<file path="config.mk">
export PLATFORM = sky130hd
export DESIGN_NAME = riscv_mem_issue
export DESIGN_NICKNAME = d
export VERILOG_FILES = /design/src/rtl/riscv_mem_issue.sv
export SDC_FILE = /design/constraint.sdc
export NUM_CORES = 1
export LEC_CHECK = 0
export CAP_MARGIN = 20
export CORE_AREA = 2 2 147 149
export CTS_BUF_LIST = sky130_fd_sc_hd__clkbuf_16
export DETAILED_ROUTE_END_ITERATION = 8
export DIE_AREA = 0 0 149 151
export DONT_BUFFER_PORTS = 1
export GPL_ROUTABILITY_DRIVEN = 0
export PLACE_DENSITY = 0.49
export SKIP_CTS_REPAIR_TIMING = 1
export SYNTH_ARGS = -nofsm -noshare
export SYNTH_HDL_FRONTEND = slang
export SYNTH_SLANG_ARGS = --single-unit
</file>
<file path="constraint.sdc">
create_clock -name clk_i -period 2.55 [get_ports clk_i]
set_input_delay 0.51 -clock clk_i [delete_from_list [all_inputs] [get_ports clk_i]]
set_output_delay 0.51 -clock clk_i [all_outputs]
set_load 0.05 [all_outputs]
</file>
<file path="src/rtl/riscv_mem_issue.sv">
// Memory-access stage: registers EX results for WB and issues credit-limited dmem requests.
// Define RV_MEM_MISALIGNED_CHECK_EN to trap misaligned loads/stores locally instead of issuing them.
package riscv_mem_pkg;
  localparam logic [6:0] OPC_LOAD  = 7'b0000011;
  localparam logic [6:0] OPC_STORE = 7'b0100011;

  typedef struct packed {
    logic        bubble;
    logic [31:0] instr;
  } instruction_t;

  typedef struct packed {
    logic illegal_insn;
    logic breakpoint;
    logic ecall;
    logic misaligned_load;
    logic misaligned_store;
    logic any;
  } interrupts_exceptions_t;
endpackage

module riscv_mem_issue
  import riscv_mem_pkg::*;
#(
  parameter int              XLEN            = 32,
  parameter logic [XLEN-1:0] PC_INIT         = 'h200,
  parameter int              MAX_OUTSTANDING = 2
) (
  input  logic                   clk_i,
  input  logic                   rst_i,
  input  logic                   flush_i,
  input  logic                   wb_stall_i,
  output logic                   mem_stall_o,
  input  logic [XLEN-1:0]        ex_pc_i,
  input  instruction_t           ex_insn_i,
  input  interrupts_exceptions_t ex_exceptions_i,
  input  logic [XLEN-1:0]        ex_r_i,
  input  logic [XLEN-1:0]        ex_memadr_i,
  input  logic [XLEN-1:0]        ex_memdata_i,
  output logic [XLEN-1:0]        mem_pc_o,
  output instruction_t           mem_insn_o,
  output interrupts_exceptions_t mem_exceptions_o,
  output logic [XLEN-1:0]        mem_r_o,
  output logic [XLEN-1:0]        mem_memadr_o,
  output logic                   dmem_req_o,
  output logic                   dmem_we_o,
  output logic [XLEN-1:0]        dmem_adr_o,
  output logic [1:0]             dmem_size_o,
  output logic [XLEN-1:0]        dmem_d_o,
  input  logic                   dmem_ack_i,
  input  logic                   dmem_err_i
);
  localparam int            CW    = $clog2(MAX_OUTSTANDING + 1);
  localparam logic [CW-1:0] MAX_C = CW'(MAX_OUTSTANDING);

  logic [CW-1:0] cnt;
  logic [6:0]    opc;
  logic [1:0]    size;
  logic          is_load, is_store, memop;
  logic          resp, full, blocked, misaligned, resp_ok;
  interrupts_exceptions_t exc_nxt;

  assign opc      = ex_insn_i.instr[6:0];
  assign size     = ex_insn_i.instr[13:12];
  assign is_load  = ~ex_insn_i.bubble & (opc == OPC_LOAD);
  assign is_store = ~ex_insn_i.bubble & (opc == OPC_STORE);
  assign memop    = is_load | is_store;

  // A response in the same cycle frees a slot, so a full counter does not block.
  assign resp    = dmem_ack_i | dmem_err_i;
  assign full    = (cnt == MAX_C) & ~resp;
  assign blocked = memop & full;
  assign resp_ok = resp & (cnt != '0);

  assign mem_stall_o = wb_stall_i | blocked;

  always_comb begin
    misaligned = 1'b0;
`ifdef RV_MEM_MISALIGNED_CHECK_EN
    if (memop) begin
      case (size)
        2'b01:   misaligned = ex_memadr_i[0];
        2'b10:   misaligned = |ex_memadr_i[1:0];
        2'b11:   misaligned = |ex_memadr_i[2:0];
        default: misaligned = 1'b0;
      endcase
    end
`endif
  end

  assign dmem_req_o = ~rst_i & memop & ~flush_i & ~wb_stall_i & ~blocked &
                      ~ex_exceptions_i.any & ~mem_exceptions_o.any & ~misaligned;
  assign dmem_we_o   = is_store;
  assign dmem_adr_o  = ex_memadr_i;
  assign dmem_size_o = size;

  always_comb begin
    dmem_d_o = ex_memdata_i;
    case (size)
      2'b00:   dmem_d_o = {(XLEN/8){ex_memdata_i[7:0]}};
      2'b01:   dmem_d_o = {(XLEN/16){ex_memdata_i[15:0]}};
      2'b10:   dmem_d_o = {(XLEN/32){ex_memdata_i[31:0]}};
      default: dmem_d_o = ex_memdata_i;
    endcase
  end

  always_comb begin
    exc_nxt                  = ex_exceptions_i;
    exc_nxt.misaligned_load  = ex_exceptions_i.misaligned_load  | (misaligned & is_load);
    exc_nxt.misaligned_store = ex_exceptions_i.misaligned_store | (misaligned & is_store);
    exc_nxt.any = exc_nxt.illegal_insn | exc_nxt.breakpoint | exc_nxt.ecall |
                  exc_nxt.misaligned_load | exc_nxt.misaligned_store;
    if (flush_i | blocked) exc_nxt = '0;
  end

  always_ff @(posedge clk_i) begin
    if (rst_i) begin
      mem_pc_o          <= PC_INIT;
      mem_insn_o.bubble <= 1'b1;
      mem_insn_o.instr  <= '0;
      mem_exceptions_o  <= '0;
      mem_r_o           <= '0;
      mem_memadr_o      <= '0;
    end else if (!wb_stall_i) begin
      mem_pc_o          <= ex_pc_i;
      mem_insn_o.instr  <= ex_insn_i.instr;
      mem_insn_o.bubble <= ex_insn_i.bubble | flush_i | blocked;
      mem_exceptions_o  <= exc_nxt;
      mem_r_o           <= ex_r_i;
      mem_memadr_o      <= ex_memadr_i;
    end
  end

  // Responses with no outstanding credit (e.g. late acks after reset) are dropped.
  always_ff @(posedge clk_i) begin
    if (rst_i) begin
      cnt <= '0;
    end else begin
      case ({dmem_req_o, resp_ok})
        2'b10:   cnt <= cnt + 1'b1;
        2'b01:   cnt <= cnt - 1'b1;
        default: cnt <= cnt;
      endcase
    end
  end
endmodule

</file>
==> impl_results.md, run 1 <==
* Max Root-Sink Buffers at 2
* Period minus WS final at 2260 ps
* Wirelength, routed at 14100 um
* Final setup fails at 0
* Fin. Hold Viols at 0
* Global-route wire length before repair at 20100 um
* Setup crit end kind: primary output
* H-tree levels at 4
* Fin crit share at 88.7%
* Commonest non-fill, non-tap cell in the layout: dfxtp_1
* P_int at 4.10 mW
* CP Launch Point: ex_insn_i[3]
* Async SR Flop Fraction at 0%
* Gate power share at 6.8%
* # clock sinks at 137
* Initial DRC Count at 81
* Layout cells sized above 1 at 13.3%
* FP Rows at 53
* Crit path to: dmem_req_o
* WP buf/inv at 2
* Cell family with most CP delay: simple AND/OR/NAND/NOR gates
* GRT Residual Overflow at 0
* Yosys top cell by area: dfxtp_1
* Die area at 22500 sq um
* Reg2Reg Setup Slack at 510 ps
* Vias per inst at 4.58
* R2r worst-path depth at 5
* Worst skew pair latency at 410 ps
* Detail Route Antenna Nets at 0
* Sequential share of power at 47.9%
* Slowest CP cell: nor4_1
* Switching power at 1.71 mW
* Die H at 151 um
* MaxCap Viol Count at 0
* Synth unique cells at 32
* Peak VDD IR at 353 uV
* Initial antenna violation count at 0
* DR pass1 iterations at 4
* Ports at 377
* FF-to-FF End: cnt[1]
* Total GRT Usage at 11.8%
* Commonest non-fill, non-tap cells in the layout: dfxtp_1, mux2i_1, nor2_1
* Tot Pwr at 5.82 mW
* DRC at 0
* Starting Density at 26.6%
* Worst path cell trace: nor4_1 > and2_1 > buf_4 > nor4b_4 > buf_12
* Yosys reg bits at 137
* Leak pwr at 2.76 nW
* CP arrival at 1750 ps
* CP max FO at 2
* Fin. max-slew vios at 0
* Synth Area per Inst at 10.2 sq um
* F_max at 442 MHz
* CTS Buf Count at 17
* Worst r2r src: mem_exceptions_o[0]
* Worst slew margin at 56.2%
* DP Cell Count at 760
* Hold WC Path Type: in -> reg
* Status: complete, no violations
* Synth area leaders: dfxtp_1, mux2i_1, nor2_1
* Nets at 678
* Ys Warns at 0
* Worst setup SP type: input port
* Syn nets at 716
* Mapped Area at 5540 sq um
* Ys flop type: dfxtp_1
* CTS tree: yes
* PwrDens at 930 nW/um^2
* Via Count at 3624
* Skew final at 12.2 ps
* Die Wd at 149 um
* Largest net degree at the start of global routing at 135
* Cells after Synth at 542
* WL per Instance at 17.8 um
* Clk pwr share at 45.3%
* Worst-margin pin slew at 656 ps
* Cell Count, Final, Fillers Out at 792
* Crit path kind: in -> out
* Post-synthesis sequential area ratio at 49.5%
* Sw frac at 29.5%
* Placeable core area at 20800 sq um
* EDFF count, synth at 0
* # port buffers at 0
* Critical Path RT at 2040 ps
* Root Driver: clkbuf_16
* RSZ-0062 raised after global routing: false
* Vias in the first global route at 3615
* Diodes inserted at 0
* Area delta synth->final at 12.8%
* CP Depth at 5
* Synth top area share at 49.5%
* DP HPWL at 10700 um
* Clock-pin slew on the worst setup and hold paths at 60 ps
* Max incr delay on CP at 360 ps
per-layer routing:
layer	wire (um)	vias to the layer above	global-route usage [%]
li1	-	1699	-
met4	253	0	4.62
met3	1390	16	4.82
met2	8020	245	23.8
met1	4470	1664	10.2
met5	0	-	0
flip-flops by register name, summed over array words and instances, names as in the netlist:
name,flops
mem_insn_o,33
mem_exceptions_o,6
cnt,2
mem_r_o,32
mem_memadr_o,32
mem_pc_o,32
power groups by stage:
| stage | Sequential [mW] | Clock [mW] | Combinational, mW |
|---|---|---|---|
| floorplan | 2.80 | 0 | 0.595 |
| global placement | 2.84 | 0 | 0.391 |
| detailed placement | 2.84 | 0 | 0.402 |
| CTS | 2.79 | 2.73 | 0.401 |
| global route | 2.80 | 2.83 | 0.428 |
| finish | 2.79 | 2.64 | 0.396 |
per-stage QoR:
step,setup TNS (ps),utilization (%),hold slack [ps],area (sq um),setup slack [ps]
after CTS,0,30.0,148,6250,241
after floorplan,-8.56,-,466,5560,-8.56
after detailed placement,0,27.0,489,5620,3.68
after global placement,0,27.0,499,5620,8.29
after global routing,0,30.0,146,6250,181
final,0,30.0,178,6250,287
how the worst min path moves through the flow:
stage                start             end  slack, ps  cells after the start
floorplan           cnt[1]          cnt[1]        470                      2
global placement    cnt[1]          cnt[1]        500                      2
detailed placement  cnt[1]          cnt[1]        490                      2
CTS                  rst_i    mem_pc_o[26]        150                      1
global route         rst_i  mem_insn_o[15]        150                      1
finish               rst_i  mem_insn_o[23]        180                      1
logic make-up after synthesis:
kind of cell	after synthesis	share of synthesized area [%]
xor+xnor	2	0.316
compound gates	21	2.66
buf+inv	77	8.40
flops	137	49.5
simple gates	153	11.3
fa+ha+maj	1	0.226
mux	151	27.6
final cells by class:
class	count	area [sq um]
clock buffer	17	425
clock inverter	15	209
fill	2155	14600
inverter	1	3.75
multi-input combinational	328	2350
sequential	137	2740
tap	275	344
timing repair buffer	19	180
worst reg2reg max path, delay by kind of cell, from the launching register on:
family                   cells  cell delay (ps)
adder cells (fa/ha/maj)      1              320
AND/OR/NAND/NOR              3             1200
AO/OA/AOI/OAI                1              140
flip-flops                   1              310
cell usage after synthesis (all sizes together), types with 2 or more instances:
cell	number
clkbuf	19
nor2	130
a21oi	2
nor4b	2
mux2	16
buf	57
o21ai	9
or3	2
dfxtp	137
nand2	9
a22o	6
nor2b	3
mux2i	135
No activity file was read; power rests on OpenSTA's default activity.
==> inputs of run 2 (changes only) <==
--- a/config.mk
+++ b/config.mk
@@ -6,13 +6,13 @@
 export NUM_CORES = 1
 export LEC_CHECK = 0
 export CAP_MARGIN = 20
-export CORE_AREA = 2 2 147 149
-export CTS_BUF_LIST = sky130_fd_sc_hd__clkbuf_16
+export CORE_AREA = 8 8 141 143
+export CTS_BUF_LIST = sky130_fd_sc_hd__clkbuf_4 sky130_fd_sc_hd__clkbuf_8
 export DETAILED_ROUTE_END_ITERATION = 8
 export DIE_AREA = 0 0 149 151
 export DONT_BUFFER_PORTS = 1
 export GPL_ROUTABILITY_DRIVEN = 0
-export PLACE_DENSITY = 0.49
+export PLACE_DENSITY = 0.55
 export SKIP_CTS_REPAIR_TIMING = 1
 export SYNTH_ARGS = -nofsm -noshare
 export SYNTH_HDL_FRONTEND = slang
==> impl_results.md, run 2 (synthesis results as in run 1) <==
* Die Wd at 149 um (unchanged)
* HP Start: rst_i
* Via Count at 3616 (-0.22%)
* H-tree levels at 4 (unchanged)
* Starting Density at 31.4% (+4.8 points)
* Setup TNS at 0 ps (unchanged)
* Nets at 679 (+0.15%)
* # clock sinks at 137 (unchanged)
* Layout cells sized above 1 at 13.7% (+0.36 points)
* Diodes inserted at 0 (unchanged)
* Initial DRC Count at 137 (+69%)
* FP Rows at 49 (-7.5%)
* Crit path kind: in -> out
* Commonest non-fill, non-tap cell in the layout: dfxtp_1
* Worst slew margin at 59.6% (+3.4 points)
* Wirelength, routed at 16400 um (+16%)
* Worst r2r src: mem_exceptions_o[0]
* FILL cells at 1790 (-17%)
* R2r worst-path depth at 5 (unchanged)
* Die area at 22500 sq um (unchanged)
* Initial antenna violation count at 0 (unchanged)
* # port buffers at 0 (unchanged)
* Fin. Hold Viols at 0 (unchanged)
* DRC at 0 (unchanged)
* WL per Instance at 21.9 um (+23%)
* Fin crit share at 90.2% (+1.5 points)
* Setup crit end kind: primary output
* Hold WC Path Type: in -> reg
* Clock-pin slew on the worst setup and hold paths at 90 ps (+30 ps)
* FF-to-FF End: cnt[1]
* Fin. max-slew vios at 0 (unchanged)
* Vias in the first global route at 3850 (+6.5%)
* Largest net degree at the start of global routing at 135 (unchanged)
* RSZ-0062 raised after global routing: false
* Die H at 151 um (unchanged)
* Detail Route Antenna Nets at 0 (unchanged)
* CP arrival at 1790 ps (+40 ps)
* DR pass1 iterations at 5 (+1)
* Worst hold slack at 138 ps (-40.7 ps)
* Ports at 377 (unchanged)
* Leak pwr at 2.66 nW (-3.4%)
* Footprint of the multi-input gates at 2350 sq um (unchanged)
* MaxCap Viol Count at 0 (unchanged)
* Global-route wire length before repair at 23100 um (+15%)
* Reg2Reg Setup Slack at 510 ps (about the same)
* Vias per inst at 4.84 (+5.8%)
* Status: complete, no violations
* Placeable core area at 17700 sq um (-15%)
* Commonest non-fill, non-tap cells in the layout: dfxtp_1, mux2i_1, nor2_1
* Hold path endpoint: mem_insn_o[14]
* GRT Residual Overflow at 0 (unchanged)
* DP HPWL at 12700 um (+19%)
* Worst setup SP type: input port
* Max Root-Sink Buffers at 2 (unchanged)
* Total GRT Usage at 13.5% (+1.7 points)
* F_max at 435 MHz (-1.6%)
* Root Driver: clkbuf_8
* Peak VDD IR at 456 uV (+29%)
* Worst-margin pin slew at 605 ps (-50.6 ps)
* Fin worst setup slack at 250 ps (-37.3 ps)
* Pre-CTS setup slack at -30.3 ps (-33.9 ps)
* Tot Pwr at 5.00 mW (-14%)
* PwrDens at 836 nW/um^2 (-10%)
* Max reg flops at 33 (unchanged)
* Worst skew pair latency at 450 ps (+40 ps)
* Critical Path RT at 2040 ps (about the same)
* CTS tree: yes
* Skew final at 11.2 ps (-1.01 ps)
* Hold depth at 1 (unchanged)
* Period minus WS final at 2300 ps (+37.3 ps)
* Register name with the most flops: mem_insn_o
* Area delta synth->final at 7.81%
* CTS Buf Count at 17 (unchanged)
* CP max FO at 2 (unchanged)
* Final setup fails at 0 (unchanged)
* Reg area at 2740 sq um (unchanged)
-- run 2: cell count changes in the layout (fill, tap and decap cells not counted), sizes merged --
cell / before / now
buf: 19 / 20
bufinv: 4 / 1
clkbuf: 17 / 18
clkinv: 3 / 5
clkinvlp: 1 / 0
inv: 8 / 9
-- run 2: worst max-delay path by stage --
stage | from | cells after the start | end | slack (ps)
4_1_cts | ex_insn_i[3] | 6 | dmem_req_o | 220
6_report | ex_insn_i[3] | 6 | dmem_req_o | 250
3_3_place_gp | ex_insn_i[3] | 7 | cnt[1] | -30
3_5_place_dp | ex_insn_i[3] | 8 | cnt[1] | -30
2_1_floorplan | rst_i | 7 | cnt[1] | -9
5_1_grt | ex_insn_i[3] | 6 | dmem_req_o | 190
-- run 2: metrics by stage --
step	area, sq um	instances	util (%)
5_1_grt	5980	747	33.8
2_1_floorplan	5560	542	-
3_3_place_gp	5570	715	31.5
3_5_place_dp	5570	715	31.5
4_1_cts	5980	747	33.8
6_report	5980	747	33.8
-- run 2: power breakdown --
| part | switching (mW) | total, mW | internal, mW |
|---|---|---|---|
| clock network | 0.962 | 1.81 | 0.846 |
| logic | 0.220 | 0.400 | 0.179 |
| registers | 0.527 | 2.79 | 2.26 |
| total | 1.71 | 5.00 | 3.29 |
-- run 2: area by class of cell --
cell class	count	area share, %
tap	229	4.79
inverter	1	0.0628
multi-input combinational	328	39.3
clock inverter	14	2.64
sequential	137	45.9
clock buffer	18	4.15
timing repair buffer	20	3.14
-- run 2: per-layer routing --
metal	track usage, %	vias to the layer above	share of wire, %
met2	25.6	234	55
met5	0	-	0
met1	12.1	1658	32
met3	6.66	15	11
met4	5.05	0	1.4
li1	-	1709	-
-- run 2: critical path, stage by stage --
cell	delay, ps
nor4_1	310
buf_4	170
and2_1	220
buf_4	150
nor4b_4	240
buf_12	180
==> inputs of run 3 (changes only) <==
--- a/config.mk
+++ b/config.mk
@@ -6,13 +6,13 @@
 export NUM_CORES = 1
 export LEC_CHECK = 0
 export CAP_MARGIN = 20
-export CORE_AREA = 8 8 141 143
+export CORE_AREA = 2 2 147 149
 export CTS_BUF_LIST = sky130_fd_sc_hd__clkbuf_4 sky130_fd_sc_hd__clkbuf_8
 export DETAILED_ROUTE_END_ITERATION = 8
 export DIE_AREA = 0 0 149 151
 export DONT_BUFFER_PORTS = 1
 export GPL_ROUTABILITY_DRIVEN = 0
-export PLACE_DENSITY = 0.55
+export PLACE_DENSITY = 0.49
 export SKIP_CTS_REPAIR_TIMING = 1
 export SYNTH_ARGS = -nofsm -noshare
 export SYNTH_HDL_FRONTEND = slang
==> impl_results.md, run 3 (synthesis results as in run 1) <==
* Status: complete, no violations
* Via Count at 3599 (-0.47%)
* WL per Instance at 17.8 um (-19%)
* Initial antenna violation count at 0 (unchanged)
* Fin. max-slew vios at 0 (unchanged)
* Die Wd at 149 um (unchanged)
* PwrDens at 854 nW/um^2 (+2.2%)
* DR pass1 iterations at 4 (-1)
* Worst slew margin at 53.4% (-6.2 points)
* Fin. Hold Viols at 0 (unchanged)
* Final setup fails at 0 (unchanged)
* Critical Path RT at 2040 ps (about the same)
* GRT Residual Overflow at 0 (unchanged)
* Root Driver: clkbuf_8
* F_max at 431 MHz (-0.89%)
* Vias per inst at 4.54 (-6.1%)
* Reg2Reg Setup Slack at 500 ps (about the same)
* Hold WC Path Type: in -> reg
* MaxCap Viol Count at 0 (unchanged)
* DP HPWL at 10700 um (-16%)
* CP max FO at 2 (unchanged)
* Wirelength, routed at 14100 um (-14%)
* Die area at 22500 sq um (unchanged)
* Detail Route Antenna Nets at 0 (unchanged)
* # port buffers at 0 (unchanged)
* Worst setup SP type: input port
* FILL cells at 2173 (+21%)
* H-tree levels at 4 (unchanged)
* Area delta synth->final at 9.57%
* DP Area at 5620 sq um (+0.90%)
* FP Rows at 53 (+8.2%)
* Cell Count, Final, Fillers Out at 792 (+6.0%)
* Peak VDD IR at 258 uV (-43%)
* Period minus WS final at 2320 ps (+20.5 ps)
* Diodes inserted at 0 (unchanged)
* Footprint of the multi-input gates at 2350 sq um (unchanged)
* Crit path kind: in -> out
* DP Cell Count at 760 (+6.3%)
* Nets at 678 (-0.15%)
* Register name with the most flops: mem_insn_o
* Starting Density at 26.6% (-4.8 points)
* # clock sinks at 137 (unchanged)
* Max Root-Sink Buffers at 2 (unchanged)
* Largest net degree at the start of global routing at 135 (unchanged)
* Total GRT Usage at 11.8% (-1.7 points)
* Clock-pin slew on the worst setup and hold paths at 90 ps (about the same)
* DRC at 0 (unchanged)
* CTS tree: yes
* Placeable core area at 20800 sq um (+18%)
* Worst skew pair latency at 430 ps (-20 ps)
* Commonest non-fill, non-tap cells in the layout: dfxtp_1, mux2i_1, nor2_1
* Max reg flops at 33 (unchanged)
* CP arrival at 1810 ps (+20 ps)
* Setup crit end kind: primary output
* Commonest non-fill, non-tap cell in the layout: dfxtp_1
* Skew final at 18.0 ps (+6.86 ps)
* Leak pwr at 2.68 nW (+0.49%)
* Worst-margin pin slew at 698 ps (+93.1 ps)
* RSZ-0062 raised after global routing: false
* Die H at 151 um (unchanged)
* Global-route wire length before repair at 20000 um (-13%)
* Layout cells sized above 1 at 13.5% (-0.17 points)
* Ports at 377 (unchanged)
* Reg area at 2740 sq um (unchanged)
* Vias in the first global route at 3605 (-6.4%)
* Fin crit share at 91.0% (+0.81 points)
* Initial DRC Count at 83 (-39%)
* Design area at 6070 sq um (+1.6%)
* CTS Buf Count at 17 (unchanged)
run 3: worst paths after layout:
check | to | from | cells past startpoint
max | dmem_req_o | ex_insn_i[3] | 5
min | mem_insn_o[23] | rst_i | 1
max reg2reg | cnt[1] | mem_exceptions_o[0] | 5
min reg2reg | cnt[1] | cnt[1] | 2
run 3: layout make-up:
class                           count  area share [%]
Inverter                            1          0.0618
Clock buffer                       18            4.08
Timing Repair Buffer               19            2.97
Multi-Input combinational cell    328            38.7
Clock inverter                     14            3.38
Sequential cell                   137            45.2
Tap cell                          275            5.67
run 3: per-layer routing:
metal	global-route usage, %	wire (um)
met5	0	0
met4	4.90	233
met3	4.91	1380
met2	23.7	8000
met1	10.2	4490
run 3: metrics by stage:
step	setup WS [ps]	hold WS (ps)	setup TNS [ps]	power (mW)	util (%)
after floorplan	-8.56	466	-8.56	3.40	-
after global placement	8.29	499	0	3.23	27.0
after detailed placement	3.68	489	0	3.24	27.0
after CTS	241	94.9	0	5.29	29.2
after global routing	181	93.7	0	5.44	29.2
final	230	151	0	5.19	29.2
run 3: power by group:
group	total, mW	switching [mW]	internal, mW
registers	2.78	0.521	2.26
logic	0.396	0.217	0.179
clock network	2.01	0.892	1.12
total	5.19	1.63	3.56
run 3: worst max-delay path, stage by stage:
cell,delay [ps]
nor4_1,360
and2_1,340
buf_4,170
nor4b_4,250
buf_12,180
